===== src/rtl/rcc_pkg.sv =====
// Shared RCC definitions: divider-select encodings, sequencer states and
// select normalisation used by every block that talks to the clock divider.
package rcc_pkg;

  typedef enum logic [1:0] {
    ST_IDLE      = 2'd0,
    ST_WAIT_EDGE = 2'd1,
    ST_SETTLE    = 2'd2,
    ST_ACK       = 2'd3
  } cfg_state_e;

  localparam logic [2:0] DIV_SEL_1  = 3'b000;
  localparam logic [2:0] DIV_SEL_2  = 3'b100;
  localparam logic [2:0] DIV_SEL_4  = 3'b101;
  localparam logic [2:0] DIV_SEL_8  = 3'b110;
  localparam logic [2:0] DIV_SEL_16 = 3'b111;

  // Every 0xx code means divide-by-1; collapse them to one canonical value.
  function automatic logic [2:0] norm_div_sel(input logic [2:0] sel);
    return sel[2] ? sel : DIV_SEL_1;
  endfunction

endpackage


===== src/rtl/rcc_div_sel_ctrl.sv =====
// Divider-select sequencer: accepts req/ack select changes, applies them on a
// divider period boundary and acknowledges only once the divider has settled.
module rcc_div_sel_ctrl
  import rcc_pkg::*;
#(
  parameter int unsigned TIMEOUT      = 64,
  parameter int unsigned SETTLE_EDGES = 2,
  parameter logic [2:0]  RST_SEL      = 3'b000
) (
  input  logic       i_clk,
  input  logic       rst,
  input  logic       cfg_req,
  input  logic [2:0] cfg_sel,
  output logic       cfg_ack,
  output logic       cfg_busy,
  output logic       cfg_err,
  input  logic       div_en,
  output logic [2:0] div_sel
);

  localparam int unsigned TW = $clog2(TIMEOUT + 1);
  localparam logic [TW-1:0] TMO_LAST   = TW'(TIMEOUT - 1);
  localparam logic [1:0]    SETTLE_TGT = 2'(SETTLE_EDGES);

  cfg_state_e    state_q, state_d;
  logic [2:0]    pend_q, pend_d;
  logic [2:0]    div_sel_q, div_sel_d;
  logic          err_q, err_d;
  logic          ack_q, ack_d;
  logic          busy_q, busy_d;
  logic [TW-1:0] tmo_q, tmo_d;
  logic [1:0]    settle_q, settle_d;

  logic [2:0] sel_n;
  logic [1:0] settle_inc;
  logic       tmo_hit;

  assign sel_n      = norm_div_sel(cfg_sel);
  assign settle_inc = settle_q + 2'd1;
  assign tmo_hit    = (tmo_q == TMO_LAST);

  always_comb begin
    state_d   = state_q;
    pend_d    = pend_q;
    div_sel_d = div_sel_q;
    err_d     = err_q;
    settle_d  = settle_q;
    tmo_d     = tmo_q;

    case (state_q)
      ST_IDLE: begin
        if (cfg_req) begin
          err_d = 1'b0;
          if (sel_n != div_sel_q) begin
            pend_d  = sel_n;
            state_d = ST_WAIT_EDGE;
          end else begin
            state_d = ST_ACK;
          end
        end
      end
      ST_WAIT_EDGE: begin
        // A real boundary wins over a simultaneous timeout.
        if (div_en) begin
          div_sel_d = pend_q;
          state_d   = ST_SETTLE;
        end else if (tmo_hit) begin
          div_sel_d = pend_q;
          err_d     = 1'b1;
          state_d   = ST_SETTLE;
        end
      end
      ST_SETTLE: begin
        if (div_en) begin
          settle_d = settle_inc;
        end
        if (div_en && (settle_inc == SETTLE_TGT)) begin
          state_d = ST_ACK;
        end else if (tmo_hit) begin
          err_d   = 1'b1;
          state_d = ST_ACK;
        end
      end
      ST_ACK: begin
        if (!cfg_req) begin
          state_d = ST_IDLE;
        end
      end
      default: state_d = ST_IDLE;
    endcase

    // Both counters restart on every state entry; the timeout one saturates.
    if (state_d != state_q) begin
      tmo_d    = '0;
      settle_d = '0;
    end else if (tmo_q != '1) begin
      tmo_d = tmo_q + TW'(1);
    end

    ack_d  = (state_d == ST_ACK);
    busy_d = (state_d != ST_IDLE);
  end

  always_ff @(posedge i_clk or posedge rst) begin
    if (rst) begin
      state_q   <= ST_IDLE;
      pend_q    <= RST_SEL;
      div_sel_q <= RST_SEL;
      err_q     <= 1'b0;
      ack_q     <= 1'b0;
      busy_q    <= 1'b0;
      tmo_q     <= '0;
      settle_q  <= '0;
    end else begin
      state_q   <= state_d;
      pend_q    <= pend_d;
      div_sel_q <= div_sel_d;
      err_q     <= err_d;
      ack_q     <= ack_d;
      busy_q    <= busy_d;
      tmo_q     <= tmo_d;
      settle_q  <= settle_d;
    end
  end

  assign cfg_ack  = ack_q;
  assign cfg_busy = busy_q;
  assign cfg_err  = err_q;
  assign div_sel  = div_sel_q;

endmodule

===== config.mk =====
export PLATFORM = sky130hd
export DESIGN_NAME = rcc_div_sel_ctrl
export DESIGN_NICKNAME = d
export VERILOG_FILES = /design/src/rtl/rcc_pkg.sv /design/src/rtl/rcc_div_sel_ctrl.sv
export SDC_FILE = /design/constraint.sdc
export NUM_CORES = 1
export LEC_CHECK = 0
export ABC_AREA = 1
export ABC_CLOCK_PERIOD_IN_PS = 1900
export BUFFER_PORTS_ARGS = -buffer_cell sky130_fd_sc_hd__buf_2
export CORE_MARGIN = 1.5
export CORE_UTILIZATION = 57
export DETAILED_ROUTE_END_ITERATION = 6
export PLACE_DENSITY = 0.78
export SLEW_MARGIN = 0
export SYNTH_ARGS = -nofsm -noshare
export SYNTH_HDL_FRONTEND = slang
export SYNTH_SLANG_ARGS = --single-unit

===== constraint.sdc =====
create_clock -name i_clk -period 1.9 [get_ports i_clk]
set_input_delay 0.095 -clock i_clk [delete_from_list [all_inputs] [get_ports i_clk]]
set_output_delay 0.095 -clock i_clk [all_outputs]
set_load 0.01 [all_outputs]

==> flow_summary.yaml, run 1 <==
clock_tree:
  cts_tree: "yes"
  numCtsBuffers: 3
  h-tree-depth: 1
  cts_setup_buffers: 0
  cts_buffer_depth: 2
  path_clk_slew_ns: 0.11
  clockRootBuffer: "clkbuf_4"
  worstSkewPairLatency_ns: 0.30
  cts.sinks: 20
synthesis:
  synth_enable_flop_cells: 0
  synth_common_cells: "28 x nand2_1, 20 x dfrtp_1, 12 x inv_1"
  post-synth-top-area-cell: "dfrtp_1"
  syn_nets: 149
  synthArstFlopShare_pct: 100
  yosysSeqAreaShare_pct: 41.7
  synth_ff_type: "dfrtp_1"
  ys_types: 25
  synthMostInstantiatedCell: "nand2_1"
  ys_warn_count: 0
  ys_top_cells_by_area: "dfrtp_1 42%, nand2_1 8.8%, nand2_4 6.6%, ha_1 6.3%, nor2_2 5.2%"
  yosys_register_bits: 20
  syn-cell-area_um2: 1200
  netlist_instances: 136
  syn_area_per_cell_um2: 8.83
  synth.top_cell.area_share_pct: 41.7
floorplanning:
  die_w_um: 48.9
  die_area_um2: 2390
  num_rows: 16
  ios: 13
  core_area_um2: 1980
  start_util_pct: 60.6
  die_y_um: 48.9
sta:
  tightest_slew_ns: 0.730
  finClkSkew_ns: 0.00160
  setup_viol: 0
  period_share_pct: 93.7
  drv_slew: 0
  min_period_ns: 1.78
  slew_headroom_pct: 51.3
  hold_violations: 0
  fmax_mhz: 561
  rsz0062_at_grt: "no"
  final.setup.tns_ns: 0
power_and_ir_drop:
  p_leak_nw: 0.680
  total_power_mw: 1.95
  power_density_nw_per_um2: 1440
  irDropWorstVdd_uv: 1090
run_status:
  status: "finished clean"
grt:
  antenna_found_initial: 0
  grt_overflow: 0
  grt_use_total_pct: 19.6
  grt_max_degree: 21
  grt_pass1_vias: 839
  grt_pass1_wl_mm: 3.58
drt:
  drt_iter0_markers: 23
  ant_nets: 0
  drtPass1Iterations: 6
  drc: 0
  vias: 914
  routed_via_density: 5.05
  totalWireLength_mm: 2.20
  routedWlPerCell_um: 12.1
worst_hold_path:
  hold_path_depth: 2
  min-delay-start: "cfg_sel[2]"
  hold_end: "pend_q[2]"
  hold_path.class: "in -> reg"
finish:
  drive_gt1_share_pct: 31.8
  diodes: 0
  layout-area-overhead-vs-synth_pct: 13.1
  finalNetCount: 168
  fillCellCount: 163
  utilization_pct: 68.6
  stdcell_area_um2: 1360
setup_path:
  crit_slowest_cell: "dfrtp_1"
  critPathBufInv: 2
  rr_startpoint: "state_q[0]"
  end_kind: "flip-flop"
  worst-setup-path-type: "reg -> reg"
  worst-path-max-fanout: 9
  cpPeakStageDelay_ns: 0.45
  path_cells: "inv_2, ha_2, nand3_1, nand2_1, clkinv_1, nand2_1, nand2_1, nand2_1, nand2_1, nand2_2, nand3_4, nor2_2"
  r2r_setup_slack_ns: 0.12
  path_common_cell: "nand2_1"
  rr_endpoint: "tmo_q[5]"
  crit_required_ns: 2.14
  critPathLaunchType: "flip-flop"
  r2r_cells: 12
  cp.arrival_ns: 2.02
  path_delay_family: "simple AND/OR/NAND/NOR gates"
place:
  gp_congestion: 0.956
  post_dp_cell_area_um2: 1300
  hpwl_mm: 1.66
  io_buffer_count: 12
job:
  cap_violations: 0
-- timing repair --
action,4_1_cts,5_1_grt
hold buffers,1,0
gates resized for setup,0,5
endpoints found under the hold margin,20,0
endpoints found under the setup margin,0,9
-- cell type report --
cell class                 count  area, um^2  area share [%]
multi-input combinational     98         642            47.2
sequential                    20         502            36.9
timing repair buffer          14        77.6            5.71
inverter                      18        67.6            4.97
clock buffer                   4        36.3            2.67
tap                           27        33.8            2.49
-- cells in the final DEF (no fill, tap or decap), types with 4 or more instances in the layout --
master	n
nand2_1	28
dfrtp_1	19
buf_2	12
inv_1	11
nor2_2	10
nand3_1	10
nand2_4	7
nor2_1	6
a21oi_1	5
inv_2	4
ha_1	4
-- where the power goes --
group          internal (mW)  total, mW  switching [mW]
clock                  0.117      0.245           0.128
combinational          0.395       1.06           0.662
sequential             0.551      0.652           0.101
-- routing by layer --
metal / share of wire (%) / vias up / track usage (%)
met5: 0 / - / 0
met4: 2.5 / 0 / 5.71
met3: 3.8 / 10 / 2.76
met2: 47 / 28 / 34.5
met1: 47 / 410 / 25.2
li1: - / 466 / -
-- worst reg2reg max path, stage by stage, from the launching register on --
cell and delay, ns:
dfrtp_1 0.45, inv_2 0.12, ha_2 0.26, nand3_1 0.12
nand2_1 0.09, clkinv_1 0.06, nand2_1 0.06, nand2_1 0.08
nand2_1 0.07, nand2_1 0.05, nand2_2 0.08, nand3_4 0.15
nor2_2 0.12
-- logic make-up after synthesis --
group | synth area share (%)
DFF | 41.7
and+or+nand+nor | 34.3
AOI/OAI and AO/OA | 5.73
adders and majority gates | 6.25
buffers and inverters | 5.62
muxes | 2.81
xor gates and xnor gates | 3.65
-- per-stage QoR --
stage	hold WS [ns]	instances	worst slack (ns)
2_1_floorplan	0.0588	136	0.203
3_3_place_gp	0.244	176	0.111
3_5_place_dp	0.254	176	0.0518
4_1_cts	0.0619	181	0.0136
5_1_grt	0.0817	181	0.0245
6_report	0.0752	181	0.119
-- how the worst max path moves through the flow --
stage                          start           to  cells after the start
after floorplan           state_q[1]  settle_q[0]                     11
after global placement    state_q[1]  settle_q[0]                     11
after detailed placement  state_q[1]     tmo_q[5]                     11
after CTS                 state_q[1]     tmo_q[5]                     11
after global routing      state_q[0]     tmo_q[5]                     12
final                     state_q[0]     tmo_q[5]                     12
-- state kept, by name, indices dropped and copies added, names as in the netlist --
| signal | cells |
|---|---|
| div_sel | 3 |
| cfg_ack | 1 |
| pend_q | 3 |
| cfg_busy | 1 |
| cfg_err | 1 |
| state_q | 2 |
| tmo_q | 7 |
| settle_q | 2 |
Note: power is estimated with default switching activity, not from simulation.
==> inputs of run 2 (changes only) <==
--- a/config.mk
+++ b/config.mk
@@ -8,6 +8,7 @@
 export ABC_AREA = 1
 export ABC_CLOCK_PERIOD_IN_PS = 1900
 export BUFFER_PORTS_ARGS = -buffer_cell sky130_fd_sc_hd__buf_2
+export CORE_ASPECT_RATIO = 1.2
 export CORE_MARGIN = 1.5
 export CORE_UTILIZATION = 57
 export DETAILED_ROUTE_END_ITERATION = 6
==> run 2 against run 1 <==
Net effect:
- first-iteration DRC count down 83%
- clock power about the same
- combinational power about the same
- critical path depth down 1
- via count up 2.0%
- cell count down 3.9%
- non-clock buffer count unchanged
==> flow_summary.yaml, run 2 (synthesized netlist as in run 1, its figures left out) <==
finish:
  diodes: 0
  layout-area-overhead-vs-synth_pct: 12.9
  seq_area_um2: 502
  drive_gt1_share_pct: 31.2
  mostFrequentLayoutCell: "nand2_1"
  largest_reg_flops: 7
  finalNetCount: 168
  fillCellCount: 171
  most-common-layout-cells: "28 x nand2_1, 19 x dfrtp_1, 12 x buf_2"
  top_register: "tmo_q"
  multi_input_area_um2: 648
setup_path:
  end_kind: "flip-flop"
  crit_slowest_cell: "dfrtp_2"
  worst-path-max-fanout: 9
  cp.arrival_ns: 2.00
  path_delay_family: "simple AND/OR/NAND/NOR gates"
  r2r_cells: 11
  r2r_setup_slack_ns: 0.13
  critPathBufInv: 2
  rr_endpoint: "tmo_q[2]"
  critPathLaunchType: "flip-flop"
  path_common_cell: "nand2_4"
  crit_required_ns: 2.13
  worst-setup-path-type: "reg -> reg"
  path_cells: "inv_2, ha_1, inv_1, nand2_1, a21oi_1, nand2_4, nand2_4, nand2_4, nand2_4, nand3_4, nor2_2"
  rr_startpoint: "state_q[1]"
  cpPeakStageDelay_ns: 0.47
place:
  hpwl_mm: 1.68
  place_ws_ns: 0.0648
  gp_congestion: 0.776
  io_buffer_count: 12
floorplanning:
  die_y_um: 53.3
  start_util_pct: 59.3
  die_area_um2: 2390
  ios: 13
  num_rows: 18
  core_area_um2: 2030
  die_w_um: 44.9
grt:
  grt_pass1_wl_mm: 3.39
  grt_util_met1_pct: 19.5
  grt_pass1_vias: 898
  antenna_found_initial: 0
  grt_use_met2_pct: 37.9
  grt_use_total_pct: 19.8
  grt_overflow: 0
  grt_max_degree: 21
  gr-usage-met3_pct: 2.39
  top_usage_layer: "met2"
sta:
  min_period_ns: 1.77
  setup_viol: 0
  period_share_pct: 93.1
  drv_slew: 0
  tightest_slew_ns: 0.728
  finClkSkew_ns: 0.00786
  hold_violations: 0
  slew_headroom_pct: 51.4
  setup_ws_ns: 0.131
  rsz0062_at_grt: "no"
  final.setup.tns_ns: 0
  fmax_mhz: 565
worst_hold_path:
  hold_path_depth: 3
  hold_end: "pend_q[0]"
  hold_path.class: "in -> reg"
  min-delay-start: "cfg_sel[0]"
clock_tree:
  cts_tree: "yes"
  clockRootBuffer: "clkbuf_4"
  cts_setup_buffers: 0
  path_clk_slew_ns: 0.11
  cts.sinks: 20
  cts_buffer_depth: 2
  numCtsBuffers: 3
  worstSkewPairLatency_ns: 0.30
  h-tree-depth: 1
drt:
  drtPass1Iterations: 3
  drc: 0
  ant_nets: 0
  totalWireLength_mm: 2.15
  vias: 932
  routedWlPerCell_um: 12.4
  routed_via_density: 5.36
  drt_iter0_markers: 4
power_and_ir_drop:
  p_leak_nw: 0.681
  irDropWorstVdd_uv: 961
  power_density_nw_per_um2: 1450
job:
  cap_violations: 0
run_status:
  status: "finished clean"
## run 2: changes by cell type in the layout (fill, tap and decap cells not counted)
| cell | delta |
|---|---|
| ha_2 | -1 |
| a21oi_2 | -1 |
| a21oi_1 | +1 |
| ha_4 | +1 |
## run 2: metal layers
layer / up-vias / share of wire [%]
li1: 465 / -
met3: 9 / 2.5
met1: 443 / 38
met4: 0 / 3.4
met2: 15 / 56
met5: - / 0
## run 2: timing repair
| action | 4_1_cts | 5_1_grt |
|---|---|---|
| hold buffers | 1 | 0 |
| endpoints found under the setup margin | 0 | 9 |
| hold endpoints to repair | 20 | 0 |
| resized for setup | 0 | 5 |
## run 2: layout make-up
type / count / area share, %
Timing Repair Buffer: 14 / 5.72
Clock buffer: 4 / 2.68
Inverter: 18 / 4.98
Tap cell: 20 / 1.85
Sequential cell: 20 / 37.0
Multi-Input combinational cell: 98 / 47.8
## run 2: worst register-to-register path: cells and delay by family, from the launching register on
family	cells	cell delay, ns
AO/OA/AOI/OAI	1	0.23
adder cells (fa/ha/maj)	1	0.21
buffers and inverters	2	0.17
flip-flops	1	0.47
AND/OR/NAND/NOR	7	0.64
## run 2: through the flow
step	util, %	hold slack [ns]	area (um^2)	instances	total power, mW
2_1_floorplan	-	0.0588	1200	136	1.45
3_3_place_gp	63.8	0.248	1290	169	1.65
3_5_place_dp	63.8	0.254	1290	169	1.70
4_1_cts	66.1	0.0576	1340	174	1.94
5_1_grt	66.9	0.0721	1360	174	2.11
6_report	66.9	0.0664	1360	174	1.97
## run 2: how the worst max path moves through the flow
stage / startpoint / end / slack [ns] / depth (start not counted)
2_1_floorplan: state_q[1] / settle_q[0] / 0.20 / 11
3_3_place_gp: state_q[1] / tmo_q[6] / 0.15 / 11
3_5_place_dp: state_q[1] / tmo_q[2] / 0.06 / 11
4_1_cts: state_q[1] / tmo_q[2] / 0.03 / 11
5_1_grt: state_q[1] / tmo_q[1] / 0.03 / 11
6_report: state_q[1] / tmo_q[2] / 0.13 / 11
## run 2: where the power goes
part	leakage, nW	switching, mW	internal (mW)
clock network	0.0210	0.125	0.117
logic	0.402	0.664	0.402
registers	0.258	0.107	0.551
